### config.mk
export PLATFORM = sky130hd
export DESIGN_NAME = fp_div_arb
export DESIGN_NICKNAME = d
export VERILOG_FILES = /design/src/rtl/fp_div_arb.sv
export SDC_FILE = /design/constraint.sdc
export NUM_CORES = 1
export LEC_CHECK = 0
export ABC_AREA = 0
export CORE_MARGIN = 4
export CORE_UTILIZATION = 28
export CTS_CLUSTER_SIZE = 30
export DETAILED_ROUTE_END_ITERATION = 10
export GPL_TIMING_DRIVEN = 0
export HOLD_SLACK_MARGIN = 0.08
export PLACE_DENSITY = 0.71
export SKIP_LAST_GASP = 1
export SYNTH_ARGS = -nofsm -noshare
export SYNTH_HDL_FRONTEND = slang
export SYNTH_SLANG_ARGS = --single-unit
### constraint.sdc
create_clock -name clk -period 1.9 [get_ports clk]
set_input_delay 0.19 -clock clk [delete_from_list [all_inputs] [get_ports clk]]
set_output_delay 0.19 -clock clk [all_outputs]
set_load 0.01 [all_outputs]
### src/rtl/fp_div_arb.sv
`timescale 1ns/1ps
`default_nettype none
// ============================================================================
// Module   : fp_div_arb
// Purpose  : Two-requester round-robin front end for one shared, fixed-latency
//            fp_div instance. Keeps one division in flight, holds operands
//            stable across the divider latency, captures the result and flags,
//            returns them tagged with the requester id, and accumulates sticky
//            exception flags.
// Ports    : clk, rst (async, active-low)
//            req{0,1}_valid/_ready/_a/_b/_rm : requester handshakes + operands
//            div_in1/div_in2/div_round_m/div_act : drive the shared divider
//            div_out, div_ov/un/inv/div_zero/inexact : divider results
//            rsp_valid/rsp_ready/rsp_id/rsp_data/rsp_flags : response channel
//            flags_sticky / flags_clr : accumulated flags and their clear
//            busy : arbiter is not idle
// Revision : 1.0 - initial release
// ============================================================================
module fp_div_arb #(
  parameter int W       = 32,
  parameter int DIV_LAT = 4,
  parameter int CW      = 3
) (
  input  logic         clk,
  input  logic         rst,
  input  logic         req0_valid,
  output logic         req0_ready,
  input  logic [W-1:0] req0_a,
  input  logic [W-1:0] req0_b,
  input  logic [2:0]   req0_rm,
  input  logic         req1_valid,
  output logic         req1_ready,
  input  logic [W-1:0] req1_a,
  input  logic [W-1:0] req1_b,
  input  logic [2:0]   req1_rm,
  output logic [W-1:0] div_in1,
  output logic [W-1:0] div_in2,
  output logic [2:0]   div_round_m,
  output logic         div_act,
  input  logic [W-1:0] div_out,
  input  logic         div_ov,
  input  logic         div_un,
  input  logic         div_inv,
  input  logic         div_div_zero,
  input  logic         div_inexact,
  output logic         rsp_valid,
  input  logic         rsp_ready,
  output logic         rsp_id,
  output logic [W-1:0] rsp_data,
  output logic [4:0]   rsp_flags,
  output logic [4:0]   flags_sticky,
  input  logic         flags_clr,
  output logic         busy
);

  typedef enum logic [1:0] {
    S_IDLE = 2'd0,
    S_BUSY = 2'd1,
    S_RESP = 2'd2
  } state_t;

  localparam logic [CW-1:0] C_CNT_LOAD = CW'(DIV_LAT - 1);

  state_t         state_q, state_d;
  logic           prio_q;
  logic           id_q;
  logic [CW-1:0]  cnt_q;
  logic [W-1:0]   opa_q, opb_q;
  logic [2:0]     rm_q;
  logic           rsp_valid_q;
  logic           rsp_id_q;
  logic [W-1:0]   rsp_data_q;
  logic [4:0]     rsp_flags_q;
  logic [4:0]     sticky_q, sticky_d;

  logic           any_req;
  logic           grant_id;
  logic           issue;
  logic           capture;
  logic           rsp_hs;
  logic [4:0]     div_flags;

  assign div_flags = {div_ov, div_un, div_inv, div_div_zero, div_inexact};

  // With a single valid requester it wins outright; on contention the
  // round-robin pointer decides.
  assign any_req  = req0_valid | req1_valid;
  assign grant_id = (req0_valid & req1_valid) ? prio_q : req1_valid;

  assign issue    = (state_q == S_IDLE) & any_req;
  // Counter reaches zero on the edge DIV_LAT cycles after issue, which is
  // when the divider's registered outputs are valid.
  assign capture  = (state_q == S_BUSY) & (cnt_q == '0);
  assign rsp_hs   = (state_q == S_RESP) & rsp_ready;

  assign req0_ready   = issue & ~grant_id;
  assign req1_ready   = issue &  grant_id;

  assign div_in1      = opa_q;
  assign div_in2      = opb_q;
  assign div_round_m  = rm_q;
  assign div_act      = (state_q == S_BUSY);
  assign busy         = (state_q != S_IDLE);

  assign rsp_valid    = rsp_valid_q;
  assign rsp_id       = rsp_id_q;
  assign rsp_data     = rsp_data_q;
  assign rsp_flags    = rsp_flags_q;
  assign flags_sticky = sticky_q;

  always_comb begin
    state_d = state_q;
    unique case (state_q)
      S_IDLE:  if (issue)   state_d = S_BUSY;
      S_BUSY:  if (capture) state_d = S_RESP;
      // Returning to IDLE on the handshake edge means no grant can happen on
      // that same edge.
      S_RESP:  if (rsp_hs)  state_d = S_IDLE;
      default: state_d = S_IDLE;
    endcase
  end

  // A clear and a capture on the same edge keep the newly captured flags.
  always_comb begin
    sticky_d = (flags_clr ? 5'd0 : sticky_q) | (capture ? div_flags : 5'd0);
  end

  always_ff @(posedge clk or negedge rst) begin
    if (!rst) begin
      state_q     <= S_IDLE;
      prio_q      <= 1'b0;
      id_q        <= 1'b0;
      cnt_q       <= '0;
      opa_q       <= '0;
      opb_q       <= '0;
      rm_q        <= 3'd0;
      rsp_valid_q <= 1'b0;
      rsp_id_q    <= 1'b0;
      rsp_data_q  <= '0;
      rsp_flags_q <= 5'd0;
      sticky_q    <= 5'd0;
    end else begin
      state_q  <= state_d;
      sticky_q <= sticky_d;

      // Operand registers load only at issue, so they stay frozen through
      // BUSY and RESP.
      if (issue) begin
        opa_q  <= grant_id ? req1_a  : req0_a;
        opb_q  <= grant_id ? req1_b  : req0_b;
        rm_q   <= grant_id ? req1_rm : req0_rm;
        id_q   <= grant_id;
        cnt_q  <= C_CNT_LOAD;
        prio_q <= ~grant_id;
      end else if ((state_q == S_BUSY) && (cnt_q != '0)) begin
        cnt_q <= cnt_q - 1'b1;
      end

      if (capture) begin
        rsp_valid_q <= 1'b1;
        rsp_id_q    <= id_q;
        rsp_data_q  <= div_out;
        rsp_flags_q <= div_flags;
      end else if (rsp_hs) begin
        rsp_valid_q <= 1'b0;
      end
    end
  end

endmodule
`default_nettype wire
==> report_table.html <==
<table>
<tr><th>Metric</th><th>Value</th></tr>
<tr><th colspan="2">Clocking</th></tr>
<tr><td>Number of sinks handled by clock tree synthesis</td><td>118</td></tr>
<tr><td>Total CTS buffers</td><td>17</td></tr>
<tr><td>Clock latency on the worst-skew pair</td><td>0.41 ns</td></tr>
<tr><td>Clock-pin slew on the worst setup and hold paths</td><td>0.06 ns</td></tr>
<tr><td>H-tree Lvls</td><td>4</td></tr>
<tr><td>Clk Tree Root Cell</td><td>sky130_fd_sc_hd__clkbuf_16</td></tr>
<tr><td>Clock tree from TritonCTS</td><td>yes</td></tr>
<tr><td>Maximum clock path buffer count</td><td>2</td></tr>
<tr><th colspan="2">Timing</th></tr>
<tr><td>Unrepaired setup endpoints after global routing</td><td>true</td></tr>
<tr><td>Final setup fails</td><td>1</td></tr>
<tr><td>Max Freq</td><td>507.7 MHz</td></tr>
<tr><td>Pins Over Slew Limit</td><td>0</td></tr>
<tr><td>Post-layout worst setup margin</td><td>-0.06975 ns</td></tr>
<tr><td>Measured slew at the worst slew-check pin</td><td>0.9022 ns</td></tr>
<tr><td>Worst clock skew</td><td>0.008055 ns</td></tr>
<tr><td>Number of hold violations in the final report</td><td>0</td></tr>
<tr><td>Relative slew margins</td><td>0.3945</td></tr>
<tr><td>Post-layout min period</td><td>1.970 ns</td></tr>
<tr><td>Tcrit/Tclk final</td><td>1.037</td></tr>
<tr><td>Total Negative Setup Slacks</td><td>-0.06975 ns</td></tr>
<tr><th colspan="2">Synth</th></tr>
<tr><td>Summed instance area of the synthesized netlist</td><td>5090 um^2</td></tr>
<tr><td>Unique cell type count in the Yosys netlist</td><td>26</td></tr>
<tr><td>Seq/Total Area, Yosys</td><td>0.5801</td></tr>
<tr><td>Mapped Nets</td><td>635</td></tr>
<tr><td>Yosys synthesis warning count</td><td>0</td></tr>
<tr><td>Per-instance average area after synthesis</td><td>11.16 um^2</td></tr>
<tr><td>Post-synthesis cell count</td><td>456</td></tr>
<tr><td>Number of synthesized register bits</td><td>118</td></tr>
<tr><th colspan="2">Detailed routing</th></tr>
<tr><td>First drt pass iteration count</td><td>5</td></tr>
<tr><td>Detail Route Antenna Nets</td><td>0</td></tr>
<tr><td>Starting DRT DRC Count</td><td>158</td></tr>
<tr><td>Total via count in the routed design</td><td>4,917</td></tr>
<tr><td>Via density per instance</td><td>4.878</td></tr>
<tr><td>DRC errors left</td><td>0</td></tr>
<tr><td>Post-detailed-route wirelength per cell</td><td>18.13 um</td></tr>
<tr><td>Total length of routed wires</td><td>18,280 um</td></tr>
<tr><th colspan="2">Power</th></tr>
<tr><td>Static leakage power</td><td>3.734 nW</td></tr>
<tr><td>Power per cell area</td><td>1561 nW/um^2</td></tr>
<tr><td>Max VDD drop</td><td>0.6918 mV</td></tr>
<tr><td>Total power</td><td>13.97 mW</td></tr>
<tr><th colspan="2">Critical path</th></tr>
<tr><td>Crit-path cells</td><td>nor2_4 -&gt; and3_1 -&gt; buf_4 -&gt; clkbuf_16 -&gt; dlygate4sd2_1</td></tr>
<tr><td>Worst setup path startpoint</td><td>state_q[0]$_DFFE_PN0P_</td></tr>
<tr><td>Register-to-register path setup slack</td><td>0.02 ns</td></tr>
<tr><td>Category of cells accounting for the largest share of critical-path delay</td><td>buffers and inverters</td></tr>
<tr><td>Capturing element of the worst setup path</td><td>req0_ready</td></tr>
<tr><td>R2R cell count</td><td>6</td></tr>
<tr><td>Crit path capture type</td><td>primary output</td></tr>
<tr><td>Required time worst endpoint</td><td>1.71 ns</td></tr>
<tr><td>Reg-to-Reg End</td><td>rsp_data[13]$_DFFE_PN0P_</td></tr>
<tr><td>Worst R2R Start</td><td>cnt_q[0]$_DFFE_PN0P_</td></tr>
<tr><td>Number of buffers and inverters on the critical path</td><td>3</td></tr>
<tr><td>Critical path launch point type</td><td>flip-flop</td></tr>
<tr><td>Worst-path maximum fanout</td><td>10</td></tr>
<tr><td>Startpoint-to-endpoint class of the critical path</td><td>reg -&gt; out</td></tr>
<tr><td>CP Data Arrival Time</td><td>1.78 ns</td></tr>
<tr><td>Slowest Stage Delay on Critical Path</td><td>0.43 ns</td></tr>
<tr><td>Number of stages on the worst setup path</td><td>5</td></tr>
<tr><td>Slowest stage cell on the critical path</td><td>sky130_fd_sc_hd__dfrtp_2</td></tr>
<tr><th colspan="2">Cells and area</th></tr>
<tr><td>FF+latch area</td><td>2954 um^2</td></tr>
<tr><td>Number of diodes</td><td>0</td></tr>
<tr><td>Final instance area</td><td>8954 um^2</td></tr>
<tr><td>Number of nets at the end of the flow</td><td>945</td></tr>
<tr><td>Relative area change from synthesis to final layout</td><td>75.91%</td></tr>
<tr><td>Fillcell total</td><td>1,670</td></tr>
<tr><td>Area occupied by multi-input gates</td><td>1893 um^2</td></tr>
<tr><td>Share of layout cells above drive strength 1</td><td>0.1181</td></tr>
<tr><th colspan="2">GRT</th></tr>
<tr><td>Overall overflow remaining after global route</td><td>0</td></tr>
<tr><td>Global-route total usage across every layer</td><td>0.1773</td></tr>
<tr><td>Maximum number of pins on one net before global-route repair</td><td>65</td></tr>
<tr><td>Antenna violations before repair</td><td>0</td></tr>
<tr><td>Number of global-route vias before repair</td><td>5,160</td></tr>
<tr><td>Wire length of the first global-routing pass</td><td>28,180 um</td></tr>
<tr><th colspan="2">Floorplanning</th></tr>
<tr><td>Initial standard-cell utilization of the core</td><td>0.2843</td></tr>
<tr><td>I/O Pins</td><td>292</td></tr>
<tr><td>Die X</td><td>142.8 um</td></tr>
<tr><td>Row cnt</td><td>49</td></tr>
<tr><td>Core Area</td><td>17,900 um^2</td></tr>
<tr><td>Height of the die</td><td>142.8 um</td></tr>
<tr><td>Die outline area</td><td>20,400 um^2</td></tr>
<tr><th colspan="2">Place</th></tr>
<tr><td>Final GP Congestion</td><td>0.7684</td></tr>
<tr><td>HPWL after DPL</td><td>13,770 um</td></tr>
<tr><td>Area of placed instances</td><td>8308 um^2</td></tr>
<tr><td>Number of buffers inserted by port buffering</td><td>290</td></tr>
<tr><th colspan="2">Run status</th></tr>
<tr><td>Result of the run</td><td>complete, but fails checks</td></tr>
<tr><td>Violated checks</td><td>setup timing</td></tr>
<tr><th colspan="2">Flow run</th></tr>
<tr><td>Number of max-capacitance violations reported</td><td>0</td></tr>
<tr><th colspan="2">Worst hold path</th></tr>
<tr><td>Hold WC Path Type</td><td>in -&gt; async</td></tr>
</table>
## per-layer routing
layer  vias to the layer above  global-route usage  wire (um)
li1                       2298                   -          -
met1                      2369              0.2108       7456
met2                       229              0.3009       8813
met3                        21             0.06363       1695
met4                         0             0.05503        311
met5                         -                   0          0
## cell usage in the layout (no fill, tap or decap), drive strengths merged
cell type,instances
dlygate4sd3,1
o2bb2ai,1
a21o,1
and3,1
clkinvlp,1
inv,17
buf,19
dlygate4sd2,3
clkdlybuf4s50,286
mux2i,1
clkinv,10
clkbuf,42
a21oi,1
o211ai,1
dfrtp,118
o21ai,16
nand2b,4
nor2b,2
nand3,1
ha,2
nor2,3
nor4bb,1
bufinv,2
nor3,68
mux2,33
nand2,77
a221o,67
## power by group
group	switching, mW	total [mW]	internal, mW
combinational	2.76	6.43	3.67
clock	1.21	3.14	1.93
sequential	0.670	4.40	3.73
## state kept, by name, summed over array words and instances (netlist names)
name          cells
div_in1          32
id_q              1
state_q           2
rsp_data         32
flags_sticky      5
cnt_q             3
rsp_valid         1
div_in2          32
rsp_id            1
prio_q            1
rsp_flags         5
div_round_m       3
## cell type report
class,count,area share
tap,229,0.03200
sequential,118,0.3299
clock buffer,17,0.04751
timing repair buffer,294,0.3298
inverter,15,0.006568
buffer,40,0.02557
multi-input combinational,280,0.2114
clock inverter,15,0.01719
## kinds of logic after synthesis
| kind of cell | synth area share |
|---|---|
| fa+ha+maj | 0.004916 |
| mux | 0.07498 |
| flops | 0.5801 |
| compound gates | 0.1531 |
| simple gates | 0.1374 |
| buf+inv | 0.04941 |
## worst min path at each step
| stage | from | end | slack (ns) | depth (start not counted) |
|---|---|---|---|---|
| CTS | rst | rsp_data[26]$_DFFE_PN0P_ | 0.33 | 2 |
| floorplan | rst | cnt_q[0]$_DFFE_PN0P_ | -0.11 | 0 |
| detailed placement | rst | rsp_data[26]$_DFFE_PN0P_ | 0.20 | 1 |
| finish | rst | rsp_data[25]$_DFFE_PN0P_ | 0.33 | 2 |
| global route | rst | rsp_data[28]$_DFFE_PN0P_ | 0.37 | 2 |
| global placement | id_q$_DFFE_PN0P_ | id_q$_DFFE_PN0P_ | 0.47 | 1 |
## stage by stage
| step | std cells | util | worst slack, ns | hold WS [ns] |
|---|---|---|---|---|
| after floorplan | 456 | - | 0.1973 | -0.1056 |
| after global placement | 975 | 0.4625 | -4.203 | 0.4700 |
| after detailed placement | 976 | 0.4641 | -0.5541 | 0.1995 |
| after CTS | 1008 | 0.4994 | -0.1088 | 0.3282 |
| after global routing | 1008 | 0.5001 | -0.1562 | 0.3667 |
| final | 1008 | 0.5001 | -0.06975 | 0.3278 |
## cell usage after synthesis
cell / count / area (um^2)
sky130_fd_sc_hd__a21o_1: 1 / 7.510
sky130_fd_sc_hd__a21oi_1: 1 / 5.000
sky130_fd_sc_hd__a221o_1: 67 / 670.6
sky130_fd_sc_hd__and3_1: 1 / 6.260
sky130_fd_sc_hd__buf_1: 1 / 3.750
sky130_fd_sc_hd__buf_2: 12 / 60.06
sky130_fd_sc_hd__buf_4: 1 / 7.510
sky130_fd_sc_hd__buf_6: 2 / 22.52
sky130_fd_sc_hd__clkbuf_1: 27 / 101.4
sky130_fd_sc_hd__dfrtp_1: 118 / 2953
sky130_fd_sc_hd__ha_1: 2 / 25.02
sky130_fd_sc_hd__inv_1: 14 / 52.55
sky130_fd_sc_hd__inv_2: 1 / 3.750
sky130_fd_sc_hd__mux2_2: 33 / 371.6
sky130_fd_sc_hd__mux2i_1: 1 / 10.01
sky130_fd_sc_hd__nand2_1: 77 / 289.0
sky130_fd_sc_hd__nand2b_1: 4 / 25.02
sky130_fd_sc_hd__nand3_1: 1 / 5.000
sky130_fd_sc_hd__nor2_1: 3 / 11.26
sky130_fd_sc_hd__nor2b_1: 2 / 12.51
sky130_fd_sc_hd__nor3_1: 68 / 340.3
sky130_fd_sc_hd__nor4bb_1: 1 / 10.01
sky130_fd_sc_hd__o211ai_1: 1 / 7.510
sky130_fd_sc_hd__o21ai_0: 15 / 75.07
sky130_fd_sc_hd__o21ai_1: 1 / 5.000
sky130_fd_sc_hd__o2bb2ai_1: 1 / 8.760
## timing repair
item / in CTS / in global routing
hold buffers: 1 / 0
buffers inserted: 1 / 1
endpoints found under the hold margin: 54 / 0
endpoints found under the setup margin: 37 / 75
gates resized for setup: 17 / 10
No activity file was read; power rests on OpenSTA's default activity.
